**src/rtl/craps_pkg.sv**
```systemverilog
// Shared types and constants for the craps scoring FSM.
package craps_pkg;

    typedef enum logic [1:0] {
        COME_OUT = 2'd0,
        POINT    = 2'd1,
        WIN      = 2'd2,
        LOSE     = 2'd3
    } state_t;

    localparam logic [3:0] SUM_TWO    = 4'd2;
    localparam logic [3:0] SUM_THREE  = 4'd3;
    localparam logic [3:0] SUM_SEVEN  = 4'd7;
    localparam logic [3:0] SUM_ELEVEN = 4'd11;
    localparam logic [3:0] SUM_TWELVE = 4'd12;
    localparam logic [3:0] NO_POINT   = 4'd0;

endpackage

```
**src/rtl/btn_sync_edge.sv**
```systemverilog
// Button synchroniser (SYNC_STAGES flops) followed by a rising-edge detector.
module btn_sync_edge #(
    parameter int SYNC_STAGES = 2
) (
    input  logic clk,
    input  logic rst,
    input  logic btn_in,
    output logic pulse_out
);

    logic [SYNC_STAGES-1:0] sync_q, sync_d;
    logic                   edge_q, edge_d;

    // Shift the raw button in; remember the last synchronised level.
    always_comb begin
        sync_d = {sync_q[SYNC_STAGES-2:0], btn_in};
        edge_d = sync_q[SYNC_STAGES-1];
    end

    // Synchroniser and edge flops, cleared by the active-low reset.
    always_ff @(posedge clk or negedge rst) begin
        if (!rst) begin
            sync_q <= '0;
            edge_q <= 1'b0;
        end else begin
            sync_q <= sync_d;
            edge_q <= edge_d;
        end
    end

    assign pulse_out = sync_q[SYNC_STAGES-1] & ~edge_q;

endmodule

```
**src/rtl/craps_game_fsm.sv**
```systemverilog
// Craps game scorer: come-out roll, point phase, win/lose.
// Optional macro CRAPS_ROLL_COUNT_EN adds the roll_count output.
module craps_game_fsm
    import craps_pkg::*;
#(
    parameter int SYNC_STAGES = 2,
    parameter int DIE_MAX     = 6
) (
    input  logic       clk,
    input  logic       rst,
    input  logic       roll,
    input  logic       new_game,
    input  logic [2:0] dice1_in,
    input  logic [2:0] dice2_in,
    output logic [3:0] sum_out,
    output logic [3:0] point_out,
    output logic [2:0] state_out,
    output logic       win,
    output logic       lose,
    output logic       bad_roll
`ifdef CRAPS_ROLL_COUNT_EN
    ,
    output logic [7:0] roll_count
`endif
);

    localparam logic [3:0] DIE_MAX_L = 4'(DIE_MAX);

    logic [1:0] rst_pipe_q, rst_pipe_d;
    logic       rst_int_n;
    logic       roll_pulse, new_game_pulse;
    logic       die_bad;
    logic [3:0] roll_sum;

    state_t     state_q, state_d;
    logic [3:0] sum_q, sum_d;
    logic [3:0] point_q, point_d;
    logic       win_q, win_d;
    logic       lose_q, lose_d;
    logic       bad_q, bad_d;
`ifdef CRAPS_ROLL_COUNT_EN
    logic [7:0] cnt_q, cnt_d;
`endif

    // Reset synchroniser: assert immediately, release after two clean edges.
    always_comb rst_pipe_d = {rst_pipe_q[0], 1'b1};

    // Reset synchroniser flops, cleared directly by the external reset.
    always_ff @(posedge clk or negedge rst) begin
        if (!rst) rst_pipe_q <= '0;
        else      rst_pipe_q <= rst_pipe_d;
    end

    assign rst_int_n = rst_pipe_q[1];

    btn_sync_edge #(.SYNC_STAGES(SYNC_STAGES)) u_roll_sync (
        .clk       (clk),
        .rst       (rst_int_n),
        .btn_in    (roll),
        .pulse_out (roll_pulse)
    );

    btn_sync_edge #(.SYNC_STAGES(SYNC_STAGES)) u_new_game_sync (
        .clk       (clk),
        .rst       (rst_int_n),
        .btn_in    (new_game),
        .pulse_out (new_game_pulse)
    );

    // Die validation and zero-extended sum of the sampled faces.
    always_comb begin
        die_bad  = (dice1_in == 3'd0) || (dice2_in == 3'd0) ||
                   ({1'b0, dice1_in} > DIE_MAX_L) || ({1'b0, dice2_in} > DIE_MAX_L);
        roll_sum = {1'b0, dice1_in} + {1'b0, dice2_in};
    end

    // Next-state logic; new_game takes priority and drops a coincident roll.
    always_comb begin
        state_d = state_q;
        sum_d   = sum_q;
        point_d = point_q;
        bad_d   = 1'b0;
`ifdef CRAPS_ROLL_COUNT_EN
        cnt_d   = cnt_q;
`endif
        if (new_game_pulse) begin
            state_d = COME_OUT;
            sum_d   = '0;
            point_d = NO_POINT;
`ifdef CRAPS_ROLL_COUNT_EN
            cnt_d   = '0;
`endif
        end else if (roll_pulse && (state_q == COME_OUT || state_q == POINT)) begin
            if (die_bad) begin
                bad_d = 1'b1;
            end else begin
                sum_d = roll_sum;
`ifdef CRAPS_ROLL_COUNT_EN
                if (cnt_q != 8'hFF) cnt_d = cnt_q + 8'd1;
`endif
                if (state_q == COME_OUT) begin
                    if (roll_sum == SUM_SEVEN || roll_sum == SUM_ELEVEN) begin
                        state_d = WIN;
                    end else if (roll_sum == SUM_TWO || roll_sum == SUM_THREE ||
                                 roll_sum == SUM_TWELVE) begin
                        state_d = LOSE;
                    end else begin
                        state_d = POINT;
                        point_d = roll_sum;
                    end
                end else begin
                    if (roll_sum == point_q)        state_d = WIN;
                    else if (roll_sum == SUM_SEVEN) state_d = LOSE;
                end
            end
        end
        win_d  = (state_d == WIN);
        lose_d = (state_d == LOSE);
    end

    // Game state registers.
    always_ff @(posedge clk or negedge rst_int_n) begin
        if (!rst_int_n) begin
            state_q <= COME_OUT;
            sum_q   <= '0;
            point_q <= NO_POINT;
            win_q   <= 1'b0;
            lose_q  <= 1'b0;
            bad_q   <= 1'b0;
`ifdef CRAPS_ROLL_COUNT_EN
            cnt_q   <= '0;
`endif
        end else begin
            state_q <= state_d;
            sum_q   <= sum_d;
            point_q <= point_d;
            win_q   <= win_d;
            lose_q  <= lose_d;
            bad_q   <= bad_d;
`ifdef CRAPS_ROLL_COUNT_EN
            cnt_q   <= cnt_d;
`endif
        end
    end

    assign sum_out   = sum_q;
    assign point_out = point_q;
    assign state_out = {1'b0, state_q};
    assign win       = win_q;
    assign lose      = lose_q;
    assign bad_roll  = bad_q;
`ifdef CRAPS_ROLL_COUNT_EN
    assign roll_count = cnt_q;
`endif

endmodule

```
**config.mk**
```make
export PLATFORM = sky130hd
export DESIGN_NAME = craps_game_fsm
export DESIGN_NICKNAME = d
export VERILOG_FILES = /design/src/rtl/craps_pkg.sv /design/src/rtl/btn_sync_edge.sv /design/src/rtl/craps_game_fsm.sv
export SDC_FILE = /design/constraint.sdc
export NUM_CORES = 1
export LEC_CHECK = 0
export BUFFER_PORTS_ARGS = -buffer_cell sky130_fd_sc_hd__clkbuf_2
export CORE_MARGIN = 4
export CORE_UTILIZATION = 51
export DETAILED_ROUTE_END_ITERATION = 6
export PLACE_DENSITY = 0.74
export SYNTH_ARGS = -nofsm -noshare
export SYNTH_HDL_FRONTEND = slang
export SYNTH_SLANG_ARGS = --single-unit
```
**constraint.sdc**
```tcl
create_clock -name clk -period 0.8 [get_ports clk]
set_input_delay 0.04 -clock clk [delete_from_list [all_inputs] [get_ports clk]]
set_output_delay 0.04 -clock clk [all_outputs]
set_load 0.05 [all_outputs]
```
==> impl_metrics.env, run 1 <==
export IMPL_synthXorXnorAreaFrac_pct=5.983
export IMPL_gp_congestion=0.7870
export IMPL_synthTopCellsByCount="dfrtp_1 (21), nand2_1 (7), xnor2_1 (6)"
export IMPL_synth_compound_area_share_pct=13.92
export IMPL_cts_max_level=1
export IMPL_synth_nets=100
export IMPL_fp_dieH_um=52.83
export IMPL_syn_avg_cell_area_sq_um=11.92
export IMPL_synth_area_sq_um=1025
export IMPL_synth_edff_count=0
export IMPL_cts_hold_buf=3
export IMPL_haltStage="4_1_cts"
export IMPL_synth_area_mux_share_pct=3.419
export IMPL_post_cts_setup_buffers=9
export IMPL_cts_made_buffers=3
export IMPL_syn_inst=86
export IMPL_place_ws_ns=-1.212
export IMPL_ys_warn_count=0
export IMPL_io_buffers=22
export IMPL_yosysSeqAreaShare_pct=51.28
export IMPL_cts_buffer_depth=2
export IMPL_synth_area_leaders="dfrtp_1 (51%), xnor2_1 (5.1%), ha_1 (3.7%)"
export IMPL_post_cts_resized=49
export IMPL_cts_sinks=21
export IMPL_synth_top_area_cell="dfrtp_1"
export IMPL_synth_most_common_cell="dfrtp_1"
export IMPL_synthArstFlopShare_pct=100.0
export IMPL_post_dp_hpwl_mm=1.904
export IMPL_synth_top_family_by_area="simple AND/OR/NAND/NOR gates"
export IMPL_synthSimpleGateAreaFrac_pct=15.75
export IMPL_pin_count=24
export IMPL_synth_top_cell_area_share_pct=51.28
export IMPL_ys_ff_latch=21
export IMPL_stop_error="[ERROR DPL-0033] detailed placement checks failed during check placement."
export IMPL_cts_root_buf="clkbuf_4"
export IMPL_status="stopped before the end"
export IMPL_synth_fa_ha_area_share_pct=6.716
export IMPL_ys_flop_type="dfrtp_1"
export IMPL_yosysUniqueCellTypes=39
export IMPL_rows=15
export IMPL_die_width_um=52.83
export IMPL_initial_core_util_pct=56.29
[stage by stage]
stage          instance area (sq um)  std cells  util, %  setup TNS [ns]
3_3_place_gp                    1429        161    78.49          -11.35
3_5_place_dp                    1429        161    78.49          -11.83
2_1_floorplan                   1065         86        -          -9.735
[kinds of logic after synthesis]
logic type	after synthesis
AND/OR/NAND/NOR	26
multiplexers	3
AO/OA/AOI/OAI	17
XOR/XNOR	7
flip-flops	21
adder cells (fa/ha/maj)	5
buffers and inverters	5
other	2
==> run 2: changes to the inputs <==
--- a/config.mk
+++ b/config.mk
@@ -6,10 +6,10 @@
 export NUM_CORES = 1
 export LEC_CHECK = 0
 export BUFFER_PORTS_ARGS = -buffer_cell sky130_fd_sc_hd__clkbuf_2
-export CORE_MARGIN = 4
-export CORE_UTILIZATION = 51
+export CORE_AREA = 4 4 65 67
 export DETAILED_ROUTE_END_ITERATION = 6
-export PLACE_DENSITY = 0.74
+export DIE_AREA = 0 0 69 71
+export PLACE_DENSITY_LB_ADDON = 0.15
 export SYNTH_ARGS = -nofsm -noshare
 export SYNTH_HDL_FRONTEND = slang
 export SYNTH_SLANG_ARGS = --single-unit
==> run 2 against run 1 <==
Against the previous run:
- the flow now finishes, with violations (setup timing)
- area after synthesis did not move
- synthesized cell count did not move
==> impl_metrics.env, run 2 <==
export IMPL_status="finished with violations"
export IMPL_violations="setup timing"
export IMPL_synth_top_cell_area_share_pct=51.28
export IMPL_p_leak_nw=0.8975
export IMPL_first_pass_iters=4
export IMPL_die_width_um=69
export IMPL_power_density_nw_per_um2=2803
export IMPL_clock_fmax_mhz=595.5
export IMPL_fin_skew_ns=0.002516
export IMPL_wl_per_cell_um=13.04
export IMPL_hold_class="in -> async"
export IMPL_crit_buf_inv=1
export IMPL_peakVddDrop_mv=1.531
export IMPL_initial_core_util_pct=28.20
export IMPL_die_area_sq_um=4899
export IMPL_clkTransAtPathRegs_ns=0.08
export IMPL_syn_avg_cell_area_sq_um=11.92
export IMPL_cts_tree="yes"
export IMPL_area_growth_pct=88.03
export IMPL_grt_antenna_before_repair=0
export IMPL_cts_buffer_depth=2
export IMPL_track_usage_pct=11.57
export IMPL_final_min_clock_period_ns=1.679
export IMPL_seq_power_share_pct=27.1
export IMPL_hold_viol=0
export IMPL_swShare_pct=38.55
export IMPL_final_cell_mix="buf_4 (31), dfrtp_1 (20), buf_6 (10)"
export IMPL_synthTopCellsByCount="dfrtp_1 (21), nand2_1 (7), xnor2_1 (6)"
export IMPL_power_mw=5.400
export IMPL_cts_sinks=21
export IMPL_synth_edff_count=0
export IMPL_rows=22
export IMPL_synth_top_area_cell="dfrtp_1"
export IMPL_drt_iter0_markers=14
export IMPL_fin_ws_ns=-0.8794
export IMPL_synth_top_family_by_area="simple AND/OR/NAND/NOR gates"
export IMPL_layout_nets=169
export IMPL_drc=0
export IMPL_synth_area_sq_um=1025
export IMPL_cp_slowest_cell="fa_2"
export IMPL_cts_max_level=1
export IMPL_grt_pass1_vias=1004
export IMPL_slew_violations=0
export IMPL_synth_fa_ha_area_share_pct=6.716
export IMPL_critPathTopFamily="adder cells"
export IMPL_placed_cell_area_sq_um=1468
export IMPL_design_area_sq_um=1927
export IMPL_synth_area_mux_share_pct=3.419
export IMPL_synthXorXnorAreaFrac_pct=5.983
export IMPL_fp_dieH_um=71
export IMPL_cp_arrival_ns=1.84
export IMPL_synthSimpleGateAreaFrac_pct=15.75
export IMPL_grt_pass1_wl_mm=4.512
export IMPL_vias=872
export IMPL_diodes=0
export IMPL_ys_warn_count=0
export IMPL_path_max_fanout=3
export IMPL_grt_remaining_overflow=0
export IMPL_rsz0062_at_grt="yes"
export IMPL_cp_start_kind="input pin"
export IMPL_cts_made_buffers=3
export IMPL_syn_inst=86
export IMPL_path_class="in -> reg"
export IMPL_wl_mm=2.634
export IMPL_yosysUniqueCellTypes=39
export IMPL_crit_path_end_kind="flop"
export IMPL_coreArea_sq_um=3633
export IMPL_setup_viol=26
export IMPL_cts_root_buf="clkbuf_8"
export IMPL_fin_setup_tns_ns=-11.05
export IMPL_io_buffers=22
export IMPL_place_ws_ns=-1.206
export IMPL_internal_power_mw=3.318
export IMPL_synthArstFlopShare_pct=100.0
export IMPL_cap_violations=0
export IMPL_final_antenna_net_count=0
export IMPL_synth_compound_area_share_pct=13.92
export IMPL_max_stage_delay_ns=0.39
export IMPL_mostFrequentLayoutCell="buf_4"
export IMPL_ys_flop_type="dfrtp_1"
export IMPL_drive_gt1_share_pct=59.09
export IMPL_synth_most_common_cell="dfrtp_1"
export IMPL_drt_vias_per_instance=4.317
export IMPL_gp_congestion=0.8428
export IMPL_switchingPower_mw=2.082
export IMPL_combPwrFrac_pct=59.6
export IMPL_synth_nets=100
export IMPL_ys_ff_latch=21
export IMPL_cp_cell_sequence="buf_8 > ha_4 > fa_2 > xnor2_4 > maj3_2 > a21o_1 > a21oi_4 > mux2_4"
export IMPL_fin_crit_sh_pct=209.9
export IMPL_clkLatencyLatePin_ns=0.26
export IMPL_synth_area_leaders="dfrtp_1 (51%), xnor2_1 (5.1%), ha_1 (3.7%)"
export IMPL_p_clk_share_pct=13.4
export IMPL_grt_max_degree=14
export IMPL_yosysSeqAreaShare_pct=51.28
export IMPL_pin_count=24
export IMPL_cp_required_ns=0.96
export IMPL_post_dp_hpwl_mm=1.899
## run 2: cell counts after synthesis
No cell type changed its count.
## run 2: routing by layer
metal / wire [um] / track usage (%)
met5: 0 / 0
met4: 61 / 7.158
met3: 149 / 3.551
met1: 1201 / 13.97
met2: 1221 / 18.01
## run 2: worst paths after layout
path | from | to | slack, ns | depth (start not counted)
setup / recovery | dice1_in[0] | point_out[2]$_DFFE_PN0P_ | -0.88 | 8
hold / removal | rst | rst_pipe_q[1]$_DFF_PN0_ | 0.09 | 2
setup reg to reg | state_q[1]$_DFF_PN0_ | lose$_DFF_PN0_ | -0.80 | 7
hold reg to reg | rst_pipe_q[1]$_DFF_PN0_ | u_roll_sync.sync_q[0]$_DFF_PN0_ | 0.16 | 1
max in group asynchronous | rst_pipe_q[1]$_DFF_PN0_ | state_q[1]$_DFF_PN0_ | 0.44 | 1
min in group clk | dice1_in[0] | bad_roll$_DFF_PN0_ | 0.20 | 4
## run 2: through the flow
stage	cells	util [%]	hold slack, ns
after floorplan	86	-	-0.2556
after global placement	187	40.39	-0.1741
after detailed placement	187	40.39	-0.1714
after CTS	200	50.86	0.07912
after global routing	202	53.03	0.09951
final	202	53.03	0.08791
## run 2: power groups by stage
stage / combinational, mW / sequential [mW] / clock [mW]
after detailed placement: 2.18 / 1.42 / 0
after global routing: 3.42 / 1.49 / 0.801
after floorplan: 0.703 / 2.11 / 0
final: 3.22 / 1.46 / 0.722
after global placement: 2.18 / 1.41 / 0
after CTS: 3.06 / 1.43 / 0.740
## run 2: logic make-up (layout without fill, tap and decap cells)
logic type	after synthesis	after routing
AOI/OAI and AO/OA	17	17
xor gates and xnor gates	7	7
adders and majority gates	5	5
buffers and inverters	5	73
DFF	21	21
muxes	3	3
other	2	2
and+or+nand+nor	26	26
## run 2: layout make-up
type,instances,area (sq um)
fill,329,1707
timing repair buffer,65,680.7
multi-input combinational,60,595.6
sequential,21,526.8
tap,48,60.06
clock buffer,3,41.29
inverter,4,15.01
clock inverter,1,7.507
## run 2: repair_timing
| action | CTS | global route |
|---|---|---|
| resized for setup | 49 | 23 |
| hold buffers | 3 | 0 |
| buffers inserted | 7 | 6 |
| setup endpoints to repair | 26 | 26 |
| endpoints found under the hold margin | 4 | 0 |
| pin swaps | 6 | 8 |
Note: power is estimated with default switching activity, not from simulation.
==> run 3: changes to the inputs <==
--- a/config.mk
+++ b/config.mk
@@ -5,10 +5,12 @@
 export SDC_FILE = /design/constraint.sdc
 export NUM_CORES = 1
 export LEC_CHECK = 0
+export ABC_AREA = 1
 export BUFFER_PORTS_ARGS = -buffer_cell sky130_fd_sc_hd__clkbuf_2
 export CORE_AREA = 4 4 65 67
 export DETAILED_ROUTE_END_ITERATION = 6
 export DIE_AREA = 0 0 69 71
+export MAX_ROUTING_LAYER = met4
 export PLACE_DENSITY_LB_ADDON = 0.15
 export SYNTH_ARGS = -nofsm -noshare
 export SYNTH_HDL_FRONTEND = slang
==> run 3 against run 2 <==
Against the previous run:
- the run still ends with setup timing left
- die area unchanged
- sequential power fell by 7%
- area after synthesis up 8.1%
- sequential share of layout area down 0.23 points
- non-clock buffer count down 4
- clock skew is essentially flat
- critical path depth grew 4
- worst hold slack better by 0.0072 ns
- largest cell class unchanged
==> impl_metrics.env, run 3 <==
export IMPL_syn_avg_cell_area_sq_um=8.142
export IMPL_rows=22
export IMPL_drc=0
export IMPL_synthArstFlopShare_pct=100.0
export IMPL_first_pass_iters=5
export IMPL_cts_max_level=1
export IMPL_slew_violations=0
export IMPL_ys_warn_count=0
export IMPL_wl_mm=2.663
export IMPL_path_class="in -> reg"
export IMPL_gp_congestion=0.7892
export IMPL_cts_root_buf="clkbuf_8"
export IMPL_synth_area_leaders="dfrtp_1 (47%), nand2_1 (11%), nand3_1 (6.3%)"
export IMPL_synth_most_common_cell="nand2_1"
export IMPL_clkTransAtPathRegs_ns=0.07
export IMPL_hold_viol=0
export IMPL_fp_dieH_um=71
export IMPL_pin_count=24
export IMPL_cp_cell_sequence="buf_8 > ha_4 > fa_2 > xnor2_1 > nand2_1 > nor2_4 > nand2_1 > nand2_1 > nand2_1 > nor2_2 > nor2_2 > nor2_1"
export IMPL_layout_nets=215
export IMPL_mostFrequentLayoutCell="buf_4"
export IMPL_cpMostUsedCell="nand2_1"
export IMPL_synth_area_sq_um=1107
export IMPL_synth_edff_count=0
export IMPL_final_min_clock_period_ns=1.491
export IMPL_hold_class="in -> async"
export IMPL_cp_start_kind="input pin"
export IMPL_fill_cells=338
export IMPL_cts_tree="yes"
export IMPL_regArea_sq_um=526.8
export IMPL_clkLatencyLatePin_ns=0.25
export IMPL_final_antenna_net_count=0
export IMPL_coreArea_sq_um=3633
export IMPL_area_growth_pct=75.48
export IMPL_p_leak_nw=0.9794
export IMPL_fin_setup_tns_ns=-8.420
export IMPL_setup_viol=26
export IMPL_grt_max_degree=12
export IMPL_status="finished with violations"
export IMPL_grt_remaining_overflow=0
export IMPL_cts_buffer_depth=2
export IMPL_violations="setup timing"
export IMPL_synthTopCellsByCount="nand2_1 (31), dfrtp_1 (21), nor2_1 (17)"
export IMPL_path_max_fanout=5
export IMPL_cts_sinks=21
export IMPL_power_density_nw_per_um2=2364
export IMPL_clock_fmax_mhz=670.6
export IMPL_grt_pass1_wl_mm=4.602
export IMPL_max_stage_delay_ns=0.60
export IMPL_diodes=0
export IMPL_peakVddDrop_mv=1.246
export IMPL_drive_gt1_share_pct=47.50
export IMPL_fin_crit_sh_pct=186.4
export IMPL_synth_top_area_cell="dfrtp_1"
export IMPL_fin_skew_ns=0.002069
export IMPL_rsz0062_at_grt="yes"
export IMPL_hold_ws_ns=0.09514
export IMPL_final_cell_mix="buf_4 (28), nand2_1 (26), dfrtp_1 (20)"
export IMPL_wl_per_cell_um=10.74
export IMPL_fin_ws_ns=-0.6912
export IMPL_yosysSeqAreaShare_pct=47.46
export IMPL_die_area_sq_um=4899
export IMPL_cap_violations=0
export IMPL_track_usage_pct=11.61
export IMPL_drt_vias_per_instance=4.266
export IMPL_die_width_um=69
export IMPL_synth_nets=150
export IMPL_utilization_pct=53.48
export IMPL_post_dp_hpwl_mm=1.981
export IMPL_io_buffers=22
export IMPL_multiInputGateArea_sq_um=598.1
export IMPL_grt_pass1_vias=1049
export IMPL_cts_made_buffers=3
export IMPL_cp_required_ns=0.98
export IMPL_crit_path_end_kind="flop"
export IMPL_drt_iter0_markers=15
export IMPL_vias=1058
export IMPL_initial_core_util_pct=30.48
export IMPL_ys_ff_latch=21
export IMPL_layout_cells_non_filler=248
export IMPL_cp_slowest_cell="fa_2"
export IMPL_syn_inst=136
export IMPL_place_ws_ns=-1.005
export IMPL_synth_top_cell_area_share_pct=47.46
export IMPL_place_inst=232
export IMPL_yosysUniqueCellTypes=23
export IMPL_cp_arrival_ns=1.68
export IMPL_ys_flop_type="dfrtp_1"
export IMPL_grt_antenna_before_repair=0
[run 3: changes by cell type in the layout (fill, tap and decap cells not counted), moves of 3 or more]
cell     delta
o21ai_1     +4
nand3_1     +9
nor2_4      +3
nand2_2     +7
nor2_1     +10
inv_2       +3
buf_4       -3
nor2_2      +3
nand2_4     +3
inv_1      +11
nand2_1    +21
a22o_1      -3
nand3_2     +3
[run 3: layout make-up]
| type | count | share of cell area (%) |
|---|---|---|
| Multi-Input combinational cell | 96 | 30.78 |
| Inverter | 18 | 3.477 |
| Sequential cell | 21 | 27.11 |
| Clock buffer | 4 | 2.318 |
| Timing Repair Buffer | 61 | 33.23 |
| Tap cell | 48 | 3.091 |
[run 3: per-stage QoR]
stage	total power, mW	instance area (sq um)
floorplan	2.500	1129
global placement	3.185	1509
detailed placement	3.188	1509
CTS	4.380	1834
global route	4.862	1943
finish	4.593	1943
[run 3: final timing paths]
check / cells after the start / slack, ns / end / startpoint
setup reg to reg: 8 / -0.53 / win$_DFF_PN0_ / state_q[1]$_DFF_PN0_
hold reg to reg: 1 / 0.17 / lose$_DFF_PN0_ / rst_pipe_q[1]$_DFF_PN0_
min in group clk: 4 / 0.24 / sum_out[0]$_DFFE_PN0P_ / dice1_in[0]
max in group asynchronous: 1 / 0.48 / point_out[2]$_DFFE_PN0P_ / rst_pipe_q[1]$_DFF_PN0_
hold / removal: 2 / 0.1 / rst_pipe_q[1]$_DFF_PN0_ / rst
setup / recovery: 12 / -0.69 / win$_DFF_PN0_ / dice2_in[0]
[run 3: cells by family (layout without fill, tap and decap cells)]
logic type                 count (synthesis)  in the layout  synth area share, %
other                                      2              2               0.6782
adders and majority gates                  4              4                5.198
buffers and inverters                     19             83                6.780
and+or+nand+nor                           77             77                32.99
DFF                                       21             21                47.46
AOI/OAI and AO/OA                         11             11                5.311
xor gates and xnor gates                   2              2                1.582
[run 3: report_power, final]
group,internal (mW),leakage (nW),total [mW],switching [mW]
combinational,1.28,0.691,2.56,1.28
sequential,1.22,0.265,1.36,0.141
clock,0.354,0.0228,0.673,0.319
total,2.86,0.979,4.59,1.74
[run 3: critical path: cells and delay by family]
| kind | cells | cell delay [ns] |
|---|---|---|
| adder cells (fa/ha/maj) | 2 | 0.75 |
| AND/OR/NAND/NOR | 8 | 0.65 |
| XOR/XNOR | 1 | 0.13 |
| buffers and inverters | 1 | 0.10 |
[run 3: routing by layer]
layer,vias up,GRT usage (%),routed length [um],share of wire [%]
met1,482,13.94,1173,44
met2,22,19.17,1357,51
met5,-,-,0,0
li1,550,-,-,-
met3,4,1.847,95,3.6
met4,0,5.206,38,1.4
[run 3: timing repair]
action,4_1_cts,5_1_grt
pin swaps,12,12
buffers inserted,4,9
endpoints found under the hold margin,4,0
hold buffers,3,0
setup endpoints to repair,26,26
resized for setup,47,25
==> run 4: changes to the inputs <==
--- a/config.mk
+++ b/config.mk
@@ -15,3 +15,4 @@
 export SYNTH_ARGS = -nofsm -noshare
 export SYNTH_HDL_FRONTEND = slang
 export SYNTH_SLANG_ARGS = --single-unit
+export TNS_END_PERCENT = 50
==> run 4 against run 3 <==
Against the previous run:
- the run still ends with setup timing left
- non-clock buffer count fell by 5
- setup slack improved by 0.032 ns
- count of clock-buffer cells in the layout fell by 1
- via count rose by 2.0%
- total power fell by 1.4%
- critical endpoint is now lose$_DFF_PN0_
- fmax rose by 2.2%
==> impl_metrics.env, run 4 (synthesized netlist as in run 3, its figures left out) <==
export IMPL_status="finished with violations"
export IMPL_violations="setup timing"
export IMPL_cp_required_ns=0.95
export IMPL_track_usage_pct=12.32
export IMPL_wl_per_cell_um=11.42
export IMPL_fin_crit_sh_pct=182.4
export IMPL_hold_class="in -> async"
export IMPL_cpMostUsedCell="nor2_1"
export IMPL_rsz0062_at_grt="yes"
export IMPL_drive_gt1_share_pct=50.26
export IMPL_power_mw=4.531
export IMPL_clkLatencyLatePin_ns=0.26
export IMPL_place_inst=230
export IMPL_grt_pass1_wl_mm=4.761
export IMPL_peakVddDrop_mv=1.126
export IMPL_cp_slowest_cell="fa_2"
export IMPL_fp_dieH_um=71
export IMPL_cts_root_buf="clkbuf_8"
export IMPL_drc=0
export IMPL_pin_count=24
export IMPL_cp_arrival_ns=1.61
export IMPL_p_leak_nw=0.9658
export IMPL_design_area_sq_um=1927
export IMPL_io_buffers=22
export IMPL_clock_fmax_mhz=685.3
export IMPL_max_stage_delay_ns=0.58
export IMPL_grt_antenna_before_repair=0
export IMPL_cts_made_buffers=3
export IMPL_placed_cell_area_sq_um=1493
export IMPL_diodes=0
export IMPL_cp_start_kind="input pin"
export IMPL_rows=22
export IMPL_first_pass_iters=4
export IMPL_drt_iter0_markers=28
export IMPL_final_antenna_net_count=0
export IMPL_layout_cells_non_filler=243
export IMPL_crit_path_end_kind="flop"
export IMPL_die_area_sq_um=4899
export IMPL_place_ws_ns=-1.001
export IMPL_layout_nets=210
export IMPL_mostFrequentLayoutCell="buf_4"
export IMPL_grt_max_degree=20
export IMPL_initial_core_util_pct=30.48
export IMPL_grt_pass1_vias=1119
export IMPL_clkTransAtPathRegs_ns=0.07
export IMPL_fin_ws_ns=-0.6593
export IMPL_path_class="in -> reg"
export IMPL_wl_mm=2.776
export IMPL_power_density_nw_per_um2=2351
export IMPL_coreArea_sq_um=3633
export IMPL_grt_remaining_overflow=0
export IMPL_slew_violations=0
export IMPL_final_cell_mix="buf_4 (22), nand2_1 (21), dfrtp_1 (21)"
export IMPL_final_min_clock_period_ns=1.459
export IMPL_fin_setup_tns_ns=-8.553
export IMPL_cts_buffer_depth=2
export IMPL_area_growth_pct=74.01
export IMPL_hold_ws_ns=0.08518
export IMPL_path_max_fanout=4
export IMPL_fin_skew_ns=0.001365
export IMPL_hold_viol=0
export IMPL_cts_max_level=1
export IMPL_utilization_pct=53.03
export IMPL_drt_vias_per_instance=4.440
export IMPL_cts_tree="yes"
export IMPL_critPathTopFamily="adder cells"
export IMPL_die_width_um=69
export IMPL_cp_cell_sequence="buf_8 > ha_4 > fa_2 > nor2_1 > nand3_1 > nor2_1 > nor2_1 > nand3_1 > nand2_2 > nor2_2 > nor2_2 > nor2_1"
export IMPL_vias=1079
export IMPL_cts_sinks=21
export IMPL_cap_violations=0
export IMPL_gp_congestion=0.8096
export IMPL_crit_buf_inv=1
export IMPL_setup_viol=26
export IMPL_post_dp_hpwl_mm=2.104
[run 4: changes by cell type in the layout (fill, tap and decap cells not counted), moves of 2 or more]
| cell | change |
|---|---|
| buf_4 | -6 |
| nand2_1 | -5 |
| clkbuf_16 | -2 |
| nand2_2 | +4 |
| buf_8 | +3 |
[run 4: per-layer routing]
layer,wire length [um],vias to the layer above,track usage (%)
met5,0,-,-
met4,31,0,5.206
met3,94,4,2.557
met2,1479,18,21.08
met1,1169,512,13.96
li1,-,545,-
[run 4: repair_timing]
action | 4_1_cts | 5_1_grt
cloned | 0 | 0
endpoints found under the setup margin | 26 | 26
setup buffers | 8 | 4
resized for setup | 43 | 38
hold endpoints to repair | 4 | 0
pin swaps | 10 | 12
hold buffers | 3 | 0
[run 4: path summary, 6_finish.rpt]
path / depth (start not counted) / startpoint / slack, ns / end
min in group clk: 4 / dice2_in[0] / 0.23 / sum_out[0]$_DFFE_PN0P_
min: 2 / rst / 0.09 / rst_pipe_q[0]$_DFF_PN0_
max reg2reg: 6 / state_q[1]$_DFF_PN0_ / -0.56 / win$_DFF_PN0_
max in group asynchronous: 1 / rst_pipe_q[1]$_DFF_PN0_ / 0.40 / bad_roll$_DFF_PN0_
min reg2reg: 1 / rst_pipe_q[1]$_DFF_PN0_ / 0.20 / u_new_game_sync.sync_q[1]$_DFF_PN0_
max: 12 / dice1_in[0] / -0.66 / lose$_DFF_PN0_
[run 4: area by class of cell]
type / count / area (sq um)
Fill cell: 346 / 1707
Multi-Input combinational cell: 96 / 631.9
Timing Repair Buffer: 56 / 595.6
Sequential cell: 21 / 525.5
Inverter: 18 / 67.56
Tap cell: 48 / 60.06
Clock buffer: 3 / 41.29
Clock inverter: 1 / 5.005
[run 4: power breakdown]
group          leakage (nW)  switching (mW)  internal [mW]
clock network        0.0255           0.339          0.347
logic                 0.673            1.29           1.19
registers             0.267           0.148           1.22
[run 4: worst reg2reg max path: cells and delay by family, from the launching register on]
family / cells / cell delay [ns]
and+or+nand+nor: 5 / 0.69
DFF: 1 / 0.42
AOI/OAI and AO/OA: 1 / 0.15
